===== src/rtl/attention_job_scheduler_pkg.sv =====
// Shared types and constants for the attention job scheduler.
package attn_sched_pkg;

  typedef enum logic [2:0] {
    IDLE,
    ARB,
    ARST,
    WLOAD,
    START,
    RUN,
    DONE
  } sched_state_e;

  // Array geometry used to derive the nominal array latency.
  localparam int ATTN_N = 4;
  localparam int ATTN_K = 4;

  // Cycles from valid_input to valid_result for the shared array.
  localparam int EXP_LAT = 4 * ATTN_N + ATTN_K + 3;

  // Index width for a vector of n entries; never narrower than one bit.
  function automatic int idx_w(input int n);
    return (n > 1) ? $clog2(n) : 1;
  endfunction

endpackage


===== src/rtl/attention_job_scheduler_rr_arbiter.sv =====
// Round-robin one-hot picker: the first set request at or after the pointer,
// wrapping. The pointer moves one past the served index when a job retires.
module rr_arbiter
  import attn_sched_pkg::*;
#(
  parameter int NUM_REQ = 4,
  parameter int IW      = idx_w(NUM_REQ)
) (
  input  logic               clk,
  input  logic               reset,
  input  logic [NUM_REQ-1:0] req,
  input  logic               advance,
  input  logic [IW-1:0]      adv_idx,
  output logic [NUM_REQ-1:0] gnt,
  output logic [IW-1:0]      gnt_idx
);

  logic [IW-1:0] ptr_q, ptr_d;

  // Position i steps after the pointer, wrapped into 0..NUM_REQ-1.
  function automatic logic [IW-1:0] wrap_idx(input logic [IW-1:0] p, input int i);
    int s;
    s = int'(p) + i;
    if (s >= NUM_REQ) s = s - NUM_REQ;
    return IW'(s);
  endfunction

  // Scan from farthest to nearest so the nearest hit overwrites the others.
  always_comb begin
    gnt     = '0;
    gnt_idx = '0;
    for (int i = NUM_REQ - 1; i >= 0; i--) begin
      if (req[wrap_idx(ptr_q, i)]) begin
        gnt                     = '0;
        gnt[wrap_idx(ptr_q, i)] = 1'b1;
        gnt_idx                 = wrap_idx(ptr_q, i);
      end
    end
  end

  // Next pointer: one past the retiring owner.
  always_comb begin
    ptr_d = ptr_q;
    if (advance) ptr_d = (int'(adv_idx) == NUM_REQ - 1) ? '0 : adv_idx + 1'b1;
  end

  // Pointer register.
  always_ff @(posedge clk) begin
    if (reset) ptr_q <= '0;
    else       ptr_q <= ptr_d;
  end

endmodule


===== src/rtl/attention_job_scheduler.sv =====
// Time-shares one attention systolic array between NUM_REQ requesters.
// Each job: arbitrate, pulse the array reset to re-arm weight load, wait the
// weight-load time, strobe valid_input, wait for valid_result, pulse done.
// Optional watchdog in RUN is enabled by defining ATTN_SCHED_TIMEOUT_EN.
module attention_job_scheduler
  import attn_sched_pkg::*;
#(
  parameter int NUM_REQ        = 4,
  parameter int N              = 4,
  parameter int K              = 4,
  parameter int WLOAD_CYCLES   = 4,
  parameter int TIMEOUT_CYCLES = 64,
  localparam int IW            = idx_w(NUM_REQ)
) (
  input  logic               clk,
  input  logic               reset,
  input  logic [NUM_REQ-1:0] req,
  output logic [NUM_REQ-1:0] grant,
  output logic [NUM_REQ-1:0] done,
  output logic [IW-1:0]      sel_id,
  output logic               busy,
  output logic               arr_reset,
  output logic               arr_valid_input,
  input  logic               arr_valid_result,
  output logic               err_timeout
);

  localparam int WW = idx_w(WLOAD_CYCLES + 1);

  sched_state_e       state_q, state_d;
  logic [NUM_REQ-1:0] grant_q, grant_d;
  logic [IW-1:0]      sel_q, sel_d;
  logic               arst_q, arst_d;
  logic [WW-1:0]      wcnt_q, wcnt_d;
  logic [NUM_REQ-1:0] pick_oh;
  logic [IW-1:0]      pick_idx;
  logic               advance;

`ifdef ATTN_SCHED_TIMEOUT_EN
  localparam int TW = $clog2(TIMEOUT_CYCLES + 1);
  logic [TW-1:0] run_cnt_q, run_cnt_d;
  logic          err_q, err_d;
`endif

  rr_arbiter #(.NUM_REQ(NUM_REQ), .IW(IW)) u_arb (
    .clk     (clk),
    .reset   (reset),
    .req     (req),
    .advance (advance),
    .adv_idx (sel_q),
    .gnt     (pick_oh),
    .gnt_idx (pick_idx)
  );

  // Job sequencing: next state, owner capture, weight-load and run counters.
  always_comb begin
    state_d   = state_q;
    grant_d   = grant_q;
    sel_d     = sel_q;
    wcnt_d    = wcnt_q;
    advance   = 1'b0;
`ifdef ATTN_SCHED_TIMEOUT_EN
    run_cnt_d = run_cnt_q;
    err_d     = err_q;
`endif
    case (state_q)
      IDLE: if (|req) state_d = ARB;
      ARB: begin
        // A request that vanished before arbitration abandons the job quietly.
        if (|req) begin
          grant_d = pick_oh;
          sel_d   = pick_idx;
          state_d = ARST;
        end else begin
          grant_d = '0;
          state_d = IDLE;
        end
      end
      ARST: begin
        wcnt_d  = '0;
        state_d = WLOAD;
      end
      WLOAD: begin
        if (wcnt_q == WW'(WLOAD_CYCLES - 1)) state_d = START;
        else                                 wcnt_d  = wcnt_q + 1'b1;
      end
      START: begin
`ifdef ATTN_SCHED_TIMEOUT_EN
        run_cnt_d = '0;
`endif
        state_d = RUN;
      end
      RUN: begin
        // A result on the final watchdog cycle still counts as success.
        if (arr_valid_result) state_d = DONE;
`ifdef ATTN_SCHED_TIMEOUT_EN
        else if (run_cnt_q == TW'(TIMEOUT_CYCLES - 1)) begin
          err_d   = 1'b1;
          state_d = DONE;
        end else run_cnt_d = run_cnt_q + 1'b1;
`endif
      end
      DONE: begin
        grant_d = '0;
        advance = 1'b1;
        state_d = IDLE;
      end
      default: state_d = IDLE;
    endcase
    arst_d = (state_d == ARST);
  end

  // State and owner registers; reset aborts any job in flight.
  always_ff @(posedge clk) begin
    if (reset) begin
      state_q <= IDLE;
      grant_q <= '0;
      sel_q   <= '0;
      arst_q  <= 1'b1;
      wcnt_q  <= '0;
    end else begin
      state_q <= state_d;
      grant_q <= grant_d;
      sel_q   <= sel_d;
      arst_q  <= arst_d;
      wcnt_q  <= wcnt_d;
    end
  end

`ifdef ATTN_SCHED_TIMEOUT_EN
  // Watchdog counter and sticky error flag.
  always_ff @(posedge clk) begin
    if (reset) begin
      run_cnt_q <= '0;
      err_q     <= 1'b0;
    end else begin
      run_cnt_q <= run_cnt_d;
      err_q     <= err_d;
    end
  end
  assign err_timeout = err_q;
`else
  assign err_timeout = 1'b0;
`endif

  assign grant           = grant_q;
  assign sel_id          = sel_q;
  assign busy            = (state_q != IDLE);
  assign arr_reset       = arst_q;
  assign arr_valid_input = (state_q == START);
  assign done            = (state_q == DONE) ? (NUM_REQ'(1) << sel_q) : '0;

  // The owner must hold its request until its done pulse.
  owner_holds_req: assert property (@(posedge clk) disable iff (reset)
    (state_q inside {ARST, WLOAD, START, RUN}) |-> req[sel_q]);

  // The watchdog must outlast a healthy array job.
  cfg_timeout_ok: assert property (@(posedge clk) disable iff (reset)
    TIMEOUT_CYCLES > 4 * N + K + 3);

endmodule


===== config.mk =====
export PLATFORM = sky130hd
export DESIGN_NAME = attention_job_scheduler
export DESIGN_NICKNAME = d
export VERILOG_FILES = /design/src/rtl/attention_job_scheduler_pkg.sv /design/src/rtl/attention_job_scheduler_rr_arbiter.sv /design/src/rtl/attention_job_scheduler.sv
export SDC_FILE = /design/constraint.sdc
export NUM_CORES = 1
export LEC_CHECK = 0
export CAP_MARGIN = 5
export CORE_UTILIZATION = 47
export CTS_CLUSTER_DIAMETER = 200
export CTS_CLUSTER_SIZE = 40
export DETAILED_ROUTE_END_ITERATION = 10
export GPL_TIMING_DRIVEN = 0
export PLACE_DENSITY = 0.8
export SLEW_MARGIN = 10
export SYNTH_ARGS = -nofsm -noshare
export SYNTH_HDL_FRONTEND = slang
export SYNTH_HIERARCHICAL = 1
export SYNTH_SLANG_ARGS = --single-unit

===== constraint.sdc =====
create_clock -name clk -period 3.05 [get_ports clk]
set_clock_uncertainty 0.2 [all_clocks]
set_input_delay 0.61 -clock clk [delete_from_list [all_inputs] [get_ports clk]]
set_output_delay 0.61 -clock clk [all_outputs]
set_load 0.1 [all_outputs]

; Yosys cells after proc, flatten, opt, wreduce, memory -nomap -nowiden
; Cells that the tools add are included.
[totals]
ff_bits = 15
out_inout_bits = 14
word_cells = 97
[classes]
add_sub_neg = 9
order_cmp = 16
eq_ne = 10
shift = 1
n_mux = 44
n_reduce_logical = 11
[op_table]
columns = cell, n
row1 = $mux W2, 14
row2 = $lt A2 B3 Y1 const B, 8
row3 = $mux W4, 6
row4 = $pmux W3 S6, 1
row5 = $eq A3 B2 Y1 const B, 4
row6 = $mux W3, 4
row7 = $eq A3 B3 Y1 const B, 3
row8 = $ge A3 B3 Y1 const B, 3
row9 = $mux W1, 9
row10 = $bmux W1 S2, 4
row11 = $demux W1 S2, 4
row12 = $ge A2 B1 Y1 const B, 4
row13 = $pmux W4 S2, 1
row14 = $sub A2 B1 Y2 const B, 4
row15 = $add A2 B2 Y3 const B, 2
row16 = $pmux W3 S2, 1
row17 = $logic_and A1 B1 Y1, 4
row18 = $reduce_and A2 Y1, 2
row19 = $reduce_bool A2 Y1, 2
row20 = $reduce_or A4 Y1, 1
row21 = $shl A1 B2 Y4 const A, 1
row22 = $add A2 B1 Y3 const B, 1
row23 = $add A3 B1 Y3 const B, 1
row24 = $eq A3 B1 Y1 const B, 1
row25 = other kinds (6), 6

; Depth between registers and ports, before layout
; Gate-level depths: netlist of run 1.
[logic_depth]
depth_word = 16
depth_mapped = 10
ltp_nobuf = 8

; Hierarchy
; Netlist of run 1, hierarchy kept.
[by_module_without_submodules]
columns = module, n_inst, cells_each, area_per_inst_um2
row1 = attention_job_scheduler, 1, 73, 656.9
row2 = rr_arbiter, 1, 69, 576.8

; Worst setup path before layout of run 1
; OpenSTA, ideal clock, no wires.
[synth_timing]
kind = register to output
from = register sel_q[0] (netlist: sel_id[0])
to = output port done[1]
arrival_ps = 3331
t_required_ps = 2240
slack_ps = -1091
path_stages_with_launch = 2
n_path_buf = 0
cell_sequence = dfxtp_1 -> nor3b_1
[synth_between]
elab_chain_len = 2
[synth_rtl]
columns = element, line
row1 = "start, declared", attention_job_scheduler.sv:32  ; logic [IW-1:0] sel_q, sel_d;
row2 = "start signal, assigned", attention_job_scheduler.sv:124  ; sel_q <= sel_d;
row3 = $shl A1 B2 Y4, attention_job_scheduler.sv:151  ; assign done = (state_q == DONE) ? (NUM_REQ'(1) << sel_q) : '0;
row4 = $mux W4, attention_job_scheduler.sv:151
row5 = "end, declared", attention_job_scheduler.sv:19  ; output logic [NUM_REQ-1:0] done,
; Every way passes these cells.

; Final worst setup path of run 1
[layout_timing]
from = register u_arb.ptr_q[1]
to = register grant_q[2] (netlist: grant[2])
[layout_between]
elab_chain_len = 14
[layout_rtl]
columns = element, line
row1 = "start, declared", attention_job_scheduler_rr_arbiter.sv:18  ; logic [IW-1:0] ptr_q, ptr_d;
row2 = "start signal, assigned", attention_job_scheduler_rr_arbiter.sv:50  ; else ptr_q <= ptr_d;
row3 = $add A2 B2 Y3, attention_job_scheduler_rr_arbiter.sv:23  ; s = int'(p) + i;
row4 = $ge A3 B3 Y1 / $sub A2 B1 Y2 (equally long branches), attention_job_scheduler_rr_arbiter.sv:24  ; if (s >= NUM_REQ) s = s - NUM_REQ;
row5 = $mux W2, attention_job_scheduler_rr_arbiter.sv:24
row6 = $mux W2, attention_job_scheduler_rr_arbiter.sv:33  ; if (req[wrap_idx(ptr_q, i)]) begin
row7 = $lt A2 B3 Y1 (not written as such) / $ge A2 B1 Y1 (equally long branches), attention_job_scheduler_rr_arbiter.sv:35  ; gnt[wrap_idx(ptr_q, i)] = 1'b1;
row8 = $logic_and A1 B1 Y1 (not written as such), attention_job_scheduler_rr_arbiter.sv:35
row9 = $mux W1 (not written as such), attention_job_scheduler_rr_arbiter.sv:35
row10 = $demux W1 S2, -
row11 = $mux W4 (3 in a row), attention_job_scheduler_rr_arbiter.sv:33
row12 = $mux W4 *, attention_job_scheduler_rr_arbiter.sv:33
row13 = net pick_oh[2], attention_job_scheduler.sv:35  ; logic [NUM_REQ-1:0] pick_oh;
row14 = $mux W4 *, attention_job_scheduler.sv:70  ; if (|req) begin
row15 = $pmux W4 S2 *, attention_job_scheduler.sv:66  ; case (state_q)
row16 = "end signal, assigned", attention_job_scheduler.sv:123  ; grant_q <= grant_d;
row17 = "end, declared", attention_job_scheduler.sv:31  ; logic [NUM_REQ-1:0] grant_q, grant_d;
; The timed path passes the listed nets; every way through them passes the cells marked *. The select of a mux whose other input is x is not followed.
; A chain may end at the register's enable or synchronous reset.

==> results of run 1 <==
[repair_timing]
action                     4_1_cts  5_1_grt
hold endpoints to repair         0        0
pin swaps                        0        0
hold buffers                     0        0
setup endpoints to repair        5        2
gates resized for setup          7        4
buffers inserted                 0        3
[Yosys cell counts, types with 2 or more instances]
cell	count	area share
inv_1	8	0.024
nand3b_1	5	0.030
mux2i_1	8	0.065
o21ai_0	4	0.016
a21o_1	4	0.024
dfxtp_1	15	0.24
mux2_2	2	0.018
a31oi_1	5	0.025
or3b_2	2	0.014
clkbuf_1	3	0.0091
ha_1	11	0.11
nor3b_1	2	0.012
nor2_1	9	0.027
a22oi_1	3	0.018
o32ai_1	4	0.028
nand4_1	3	0.015
nand2_1	5	0.015
nand2b_1	14	0.071
nand3_1	2	0.0081
a21oi_1	8	0.032
[per-layer routing]
metal  vias up  global-route usage  share of wire
li1        580                   -              -
met2        33              0.3375           0.47
met4         0             0.05263          0.014
met1       547              0.2693           0.48
met5         -                   0              0
met3         4             0.04310          0.035
[cell type report]
type                       instances  area, um2  area share
multi-input combinational        114      888.4      0.5829
sequential                        15      305.3      0.2003
timing repair buffer              22      203.9      0.1338
tap                               30      37.54     0.02463
buffer                             5      31.28     0.02053
inverter                           8      30.03     0.01970
clock buffer                       3      22.52     0.01478
clock inverter                     1      5.005    0.003284
[power by group]
| part | internal, mW | switching [mW] |
|---|---|---|
| combinational | 0.0595 | 0.121 |
| sequential | 0.206 | 0.0126 |
| clock | 0.0487 | 0.0645 |
| total | 0.315 | 0.198 |
[flip-flops by register name (all words and copies together) (netlist names)]
name and cells:
arr_reset 1, grant 4, wcnt_q 3, u_arb/ptr_q 2, sel_id 2, state_q 3
[per-stage QoR]
stage / utilization / cells / hold WS (ns) / worst slack [ns] / setup TNS [ns]
2_1_floorplan: - / 142 / 0.2496 / -0.1758 / -0.3314
3_3_place_gp: 0.5960 / 191 / 0.2581 / -0.1711 / -0.1711
3_5_place_dp: 0.5960 / 191 / 0.2636 / -0.1905 / -0.1905
4_1_cts: 0.6066 / 195 / 0.2770 / 0.02355 / 0
5_1_grt: 0.6152 / 198 / 0.3123 / -0.02103 / -0.02103
6_report: 0.6152 / 198 / 0.2793 / 0.1133 / 0
[logic make-up (layout without fill, tap and decap cells)]
kind of cell | after synthesis | count (layout)
buf+inv | 13 | 39
other cells | 1 | 1
fa+ha+maj | 11 | 11
simple gates | 57 | 57
mux | 12 | 12
compound gates | 33 | 33
flops | 15 | 15
[worst paths after layout]
path,start,end
setup / recovery,u_arb/ptr_q[1],grant[2]
hold / removal,wcnt_q[2],wcnt_q[2]
setup reg to reg,u_arb/ptr_q[1],grant[2]
hold reg to reg,wcnt_q[2],wcnt_q[2]
[worst min-delay path: stages, from the launching register on]
cell and delay [ns]:
dfxtp_1 0.32, o21ai_0 0.06, a21oi_1 0.06
==> results.toml, run 1 <==
[worst_setup_path]
cpPeakStageDelay_ns = 0.54
slowest_stage = "or4b_1"
worstPathCellList = "inv_1 -> ha_1 -> buf_2 -> mux4_2 -> or4b_1 -> a21o_1 -> o211ai_1 -> inv_1 -> o32ai_1"
worstRegToRegCells = 9
worst-setup-path-type = "flip-flop to flip-flop"
crit_buf_inv = 3
r2r_setup_slack_ns = 0.11
path_delay_family = "simple AND/OR/NAND/NOR gates"
crit_required_ns = 3.05
path_common_cell = "inv_1"
cp.arrival_ns = 2.94
worstSetupEndpointType = "flip-flop"
path_depth = 9
startpoint_type = "flip-flop"
crit_fanout = 9

[synthesis]
synth_xor_area_frac = 0
synth.cell_area_mm2 = 0.001234
synth_fa_ha_area_frac = 0.1116
synth_edf_count = 0
synth_seq_cells = 15
ys_types = 45
yosys.area_share.simple = 0.2941
ys_warn_count = 6
synthArstFlopShare = 0
synth-compound-area-share = 0.1765
ys_seq_area_frac = 0.2434
netlist_instances = 142
synth_mux_area_frac = 0.1227
synthesis.nets = 160
synth_top_family_by_area = "simple AND/OR/NAND/NOR gates"
avgSynthCellArea_um2 = 8.688
synthFlopType = "dfxtp_1"

[floorplan]
coreArea_mm2 = 0.002477
fp.dieH_um = 53.24
row_count = 18
ios = 21
die_w_um = 53.24
die-area_mm2 = 0.002834
initial_core_util = 0.4980

[drt]
antenna_left = 0
firstDrtPassIters = 4
vias = 1164
initialDrtViolationCount = 31
drc_errors = 0
routed_wl_um = 2786
wl_per_cell_um = 14.07
via_per_inst = 5.879

[placement]
placed_area_mm2 = 0.001476
portBuffers = 19
place_congestion = 0.9419
dp_hpwl_um = 2035

[clock_network]
root_buffer = "clkbuf_4"
cts_sinks = 15
cts_buffer_depth = 2
cts_tree = "built"
clk_pin_slew_ns = 0.09
htreeDepth = 1
cts_buffers = 3
clk_latency_ns = 0.28

[power]
power_mw = 0.5123
power_density_mw_per_mm2 = 336.2
max-vdd-ir-drop_uv = 334.4
leakagePower_nw = 0.6020

[run]
max-cap-violations = 0

[timing]
min_period_over_period = 0.9629
setup_viol = 0
hold_viol_final = 0
grt_setup_unrepaired = "yes"
worst_pin_slew_ns = 0.9732
period_minus_slack_ns = 2.937
maxSlewHeadroom = 0.3492
report.final.slew_viol_count = 0
fmax_ghz = 0.3405

[global_routing]
grt_pass1_vias = 970
grt_util_all_layers = 0.2058
grt-ovfl-total = 0
grt_max_degree = 11
antenna_found_initial = 0
grt_pass1_wl_um = 4264

[run_status]
outcome = "complete, no violations"

[layout]
design_area_mm2 = 0.001524
final_cell_mix = "clkdlybuf4s50_1, nand2b_1, dfxtp_1"
fin_nets = 187
num-fill-cells = 223
diodes = 0
final_common_cell = "clkdlybuf4s50_1"
area_delta_synth_final_pct = 23.53
drive_above_1_share = 0.1607

[min_path]
hp-class = "flip-flop to flip-flop"
min_path_cells = 2
No activity file was read; power rests on OpenSTA's default activity.
==> run 2, diff against run 1 <==
- CORE_ASPECT_RATIO: unset -> 0.9
==> run 2 against run 1 <==
Sequential share of layout area is 0.066 points lower. Count of clock-buffer cells in the layout is the same. Register-to-register slack lost 0.06 ns. Critical path depth unchanged. Global-route usage increased by 1.8 points. Critical path type unchanged. Worst setup slack lost 0.059 ns. Cell area rose by 0.33%. Total power increased by 2.1%. Core utilization grew 0.45 points. Via count grew 2.2%. Fmax fell by 2.0%.
==> results.toml, run 2 (synthesis gave the netlist of run 1 again) <==
[run_status]
outcome = "complete, no violations"

[placement]
place_congestion = 0.9467
dp_hpwl_um = 2153
dpl_worst_slack_ns = -0.2431
portBuffers = 19
placed_area_mm2 = 0.001474

[layout]
fin_nets = 188
final_util = 0.6197
regArea_um2 = 305.3
area_delta_synth_final_pct = 23.94
diodes = 0
final_cell_mix = "clkdlybuf4s50_1, nand2b_1, dfxtp_1"
num-fill-cells = 220
multi_input_area_um2 = 888.4
final_common_cell = "clkdlybuf4s50_1"
largest_reg_flops = 4
design_area_mm2 = 0.001529
drive_above_1_share = 0.1657

[floorplan]
die-area_mm2 = 0.002834
ios = 21
initial_core_util = 0.5000
row_count = 17
coreArea_mm2 = 0.002467
die_w_um = 56.01
fp.dieH_um = 50.61

[worst_setup_path]
crit_required_ns = 3.05
crit_fanout = 9
cp.arrival_ns = 3.00
startpoint_type = "flip-flop"
worstSetupEndpointType = "flip-flop"
worst-setup-path-type = "flip-flop to flip-flop"

[drt]
wl_per_cell_um = 15.29
firstDrtPassIters = 4
drc_errors = 0
initialDrtViolationCount = 59
vias = 1190
routed_wl_um = 3012
via_per_inst = 6.041
antenna_left = 0

[global_routing]
grt-ovfl-total = 0
grt_max_degree = 11
grt_pass1_vias = 1157
grt_util_all_layers = 0.2234
grt_pass1_wl_um = 5050
antenna_found_initial = 0

[clock_network]
cts_buffers = 3
clk_pin_slew_ns = 0.10
cts_sinks = 15
hold_buffers = 0
htreeDepth = 1
root_buffer = "clkbuf_4"
clk_latency_ns = 0.29
cts_tree = "built"
cts_buffer_depth = 2

[timing]
maxSlewHeadroom = 0.3511
layout_setup_ws_ns = 0.05418
hold_viol_final = 0
timing.setup.tns_ns = 0
fmax_ghz = 0.3338
setup_viol = 0
min_period_over_period = 0.9822
grt_setup_unrepaired = "yes"
period_minus_slack_ns = 2.996
worst_pin_slew_ns = 0.9704
report.final.slew_viol_count = 0

[run]
max-cap-violations = 0

[power]
swShare = 0.3966
clkPwrFrac = 0.231
p_switching_mw = 0.2074
leakagePower_nw = 0.6068
power_density_mw_per_mm2 = 342.0
combPwrFrac = 0.349
power_mw = 0.5229
p_int_mw = 0.3156
max-vdd-ir-drop_uv = 301.8
power_frac_seq = 0.420

[min_path]
hp-class = "flip-flop to flip-flop"
run 2: changes by cell type in the layout (fill, tap and decap cells not counted):
| cell | change |
|---|---|
| buf_4 | +1 |
run 2: power by group through the flow:
stage / clock [mW] / combinational [mW] / sequential, mW
2_1_floorplan: 0 / 0.0878 / 0.268
5_1_grt: 0.137 / 0.192 / 0.222
3_3_place_gp: 0 / 0.173 / 0.223
3_5_place_dp: 0 / 0.177 / 0.225
4_1_cts: 0.124 / 0.178 / 0.221
6_report: 0.121 / 0.183 / 0.219
run 2: what timing repair did:
| action | 4_1_cts | 5_1_grt |
|---|---|---|
| setup buffers | 0 | 4 |
| endpoints found under the hold margin | 0 | 0 |
| gates cloned | 0 | 0 |
| pin swaps | 0 | 0 |
| endpoints found under the setup margin | 7 | 2 |
| resized for setup | 7 | 4 |
run 2: routing by layer:
layer,share of wire,GRT usage
met4,0.013,0.1057
met5,0,0
met2,0.49,0.3611
met1,0.44,0.2929
met3,0.059,0.03351
run 2: metrics by stage:
stage          instances  hold WS [ns]
3_3_place_gp         189        0.2583
4_1_cts              193        0.2776
6_report             197        0.2790
2_1_floorplan        142        0.2496
5_1_grt              197        0.3215
3_5_place_dp         189        0.2636
run 2: layout make-up:
type | instances | area share
timing repair buffer | 23 | 0.1383
inverter | 8 | 0.01964
tap | 28 | 0.02291
multi-input combinational | 114 | 0.5810
sequential | 15 | 0.1997
buffer | 5 | 0.02046
clock buffer | 3 | 0.01473
clock inverter | 1 | 0.003273
run 2: path summary, 6_finish.rpt:
kind             startpoint        end  slack (ns)  cells past startpoint
min               wcnt_q[2]  wcnt_q[2]        0.28                      2
max reg2reg  u_arb/ptr_q[1]   grant[2]        0.05                      9
max          u_arb/ptr_q[1]   grant[2]        0.05                      9
min reg2reg       wcnt_q[2]  wcnt_q[2]        0.28                      2
run 2: critical path: stages (launching register included):
cell and delay [ns]:
dfxtp_2 0.46, inv_1 0.21, ha_1 0.32, buf_2 0.19
mux4_2 0.37, or4b_1 0.54, a21o_1 0.18, o211ai_1 0.07
inv_1 0.06, o32ai_1 0.29
==> run 3, diff against run 2 <==
- CORE_ASPECT_RATIO: 0.9 -> unset
- CORE_UTILIZATION: 47 -> 35
- PLACE_DENSITY: 0.8 -> 0.64
==> run 3 against run 2 <==
Non-clock buffer count decreased by 2. Global-route usage decreased by 7.1 points. Core utilization decreased by 16 points. Fmax increased by 1.1%. Worst hold slack improved by 0.0058 ns. Critical path type unchanged.
==> results.toml, run 3 (synthesis gave the netlist of run 1 again) <==
[global_routing]
met3_usage = 0.03782
grt_util_all_layers = 0.1521
gr-usage-met2 = 0.2422
grt_util_met1 = 0.2107
grt_pass1_wl_um = 4340
antenna_found_initial = 0
grt_pass1_vias = 990
grt_max_degree = 11
grt-ovfl-total = 0
grt_busiest_layer = "met2"

[placement]
portBuffers = 19
dp_hpwl_um = 1988
placed_area_mm2 = 0.001496
place_congestion = 0.7752
dpl_worst_slack_ns = -0.2330

[floorplan]
ios = 21
die-area_mm2 = 0.003766
initial_core_util = 0.3668
die_w_um = 61.37
row_count = 21
coreArea_mm2 = 0.003363
fp.dieH_um = 61.37

[run_status]
outcome = "complete, no violations"

[clock_network]
clk_pin_slew_ns = 0.08
cts_sinks = 15
hold_buffers = 0
root_buffer = "clkbuf_4"
cts_tree = "built"
cts_buffer_depth = 2
clk_latency_ns = 0.28
cts_buffers = 3
htreeDepth = 1

[drt]
firstDrtPassIters = 4
via_per_inst = 5.362
drc_errors = 0
antenna_left = 0
initialDrtViolationCount = 40
wl_per_cell_um = 12.52
routed_wl_um = 2666
vias = 1142

[power]
power_mw = 0.5082
swShare = 0.3770
combPwrFrac = 0.353
clkPwrFrac = 0.215
power_density_mw_per_mm2 = 331.5
p_switching_mw = 0.1916
p_int_mw = 0.3166
leakagePower_nw = 0.5942
power_frac_seq = 0.433
max-vdd-ir-drop_uv = 235.1

[layout]
diodes = 0
largest_reg_flops = 4
final_cell_mix = "clkdlybuf4s50_1, nand2b_1, dfxtp_1"
design_area_mm2 = 0.001533
area_delta_synth_final_pct = 24.24
drive_above_1_share = 0.1497
fin_nets = 186
final_common_cell = "clkdlybuf4s50_1"

[worst_setup_path]
startpoint_type = "flip-flop"
crit_required_ns = 3.03
crit_fanout = 9
path_common_cell = "inv_1"
worstPathCellList = "buf_6 -> inv_1 -> ha_1 -> buf_2 -> mux4_2 -> or4b_1 -> a21o_1 -> o211ai_1 -> inv_1 -> o32ai_1"
path_delay_family = "buffers and inverters"
crit_buf_inv = 4
cp.arrival_ns = 2.94
slowest_stage = "or4b_1"
worst-setup-path-type = "flip-flop to flip-flop"
cpPeakStageDelay_ns = 0.54
worstSetupEndpointType = "flip-flop"

[timing]
fmax_ghz = 0.3376
report.final.slew_viol_count = 0
grt_setup_unrepaired = "yes"
setup_viol = 0
worst_pin_slew_ns = 0.9795
period_minus_slack_ns = 2.962
timing.setup.tns_ns = 0
hold_viol_final = 0
min_period_over_period = 0.9713
maxSlewHeadroom = 0.3450
layout_setup_ws_ns = 0.08765

[min_path]
hp-class = "flip-flop to flip-flop"

[run]
max-cap-violations = 0
## run 3: changes by cell type in the layout (fill, tap and decap cells not counted), sizes merged
| cell | previous run | this run |
|---|---|---|
| clkbuf | 6 | 7 |
| buf | 7 | 5 |
| clkinv | 1 | 0 |
## run 3: cell type report
class                   instances  area, um2
well taps                      46      57.56
fillers                       366       1831
flip-flops and latches         15      302.8
repair buffers                 21      196.4
multi-input cells             114      888.4
inverters                       8      30.03
plain buffers                   5      31.28
clock buffers                   4      26.28
## run 3: power groups by stage
stage / Combinational [mW] / Sequential [mW] / Clock [mW]
after detailed placement: 0.176 / 0.224 / 0
after CTS: 0.177 / 0.220 / 0.114
final: 0.179 / 0.220 / 0.109
after global placement: 0.174 / 0.224 / 0
after global routing: 0.191 / 0.222 / 0.123
after floorplan: 0.0878 / 0.268 / 0
## run 3: worst paths after layout
check / slack (ns) / cells after the start / to / from
max reg2reg: 0.09 / 10 / grant[2] / u_arb/ptr_q[0]
min: 0.28 / 2 / wcnt_q[2] / wcnt_q[2]
min reg2reg: 0.28 / 2 / wcnt_q[2] / wcnt_q[2]
max: 0.09 / 10 / grant[2] / u_arb/ptr_q[0]
## run 3: per-layer routing
metal	share of wire	up-vias
li1	-	575
met1	0.49	529
met2	0.46	34
met3	0.041	4
met4	0.011	0
met5	0	-
## run 3: timing repair
action / in CTS / in global routing
resized for setup: 7 / 3
setup endpoints to repair: 5 / 2
setup buffers: 0 / 2
## run 3: worst min-delay path: cells and delay by family, from the launching register on
family         cells  cell delay, ns
AO/OA/AOI/OAI      2            0.13
flip-flops         1            0.31
## run 3: metrics by stage
step | util | cells | hold slack (ns)
2_1_floorplan | - | 142 | 0.2496
3_3_place_gp | 0.4449 | 207 | 0.2580
3_5_place_dp | 0.4449 | 207 | 0.2797
4_1_cts | 0.4524 | 211 | 0.2914
5_1_grt | 0.4557 | 213 | 0.3043
6_report | 0.4557 | 213 | 0.2848
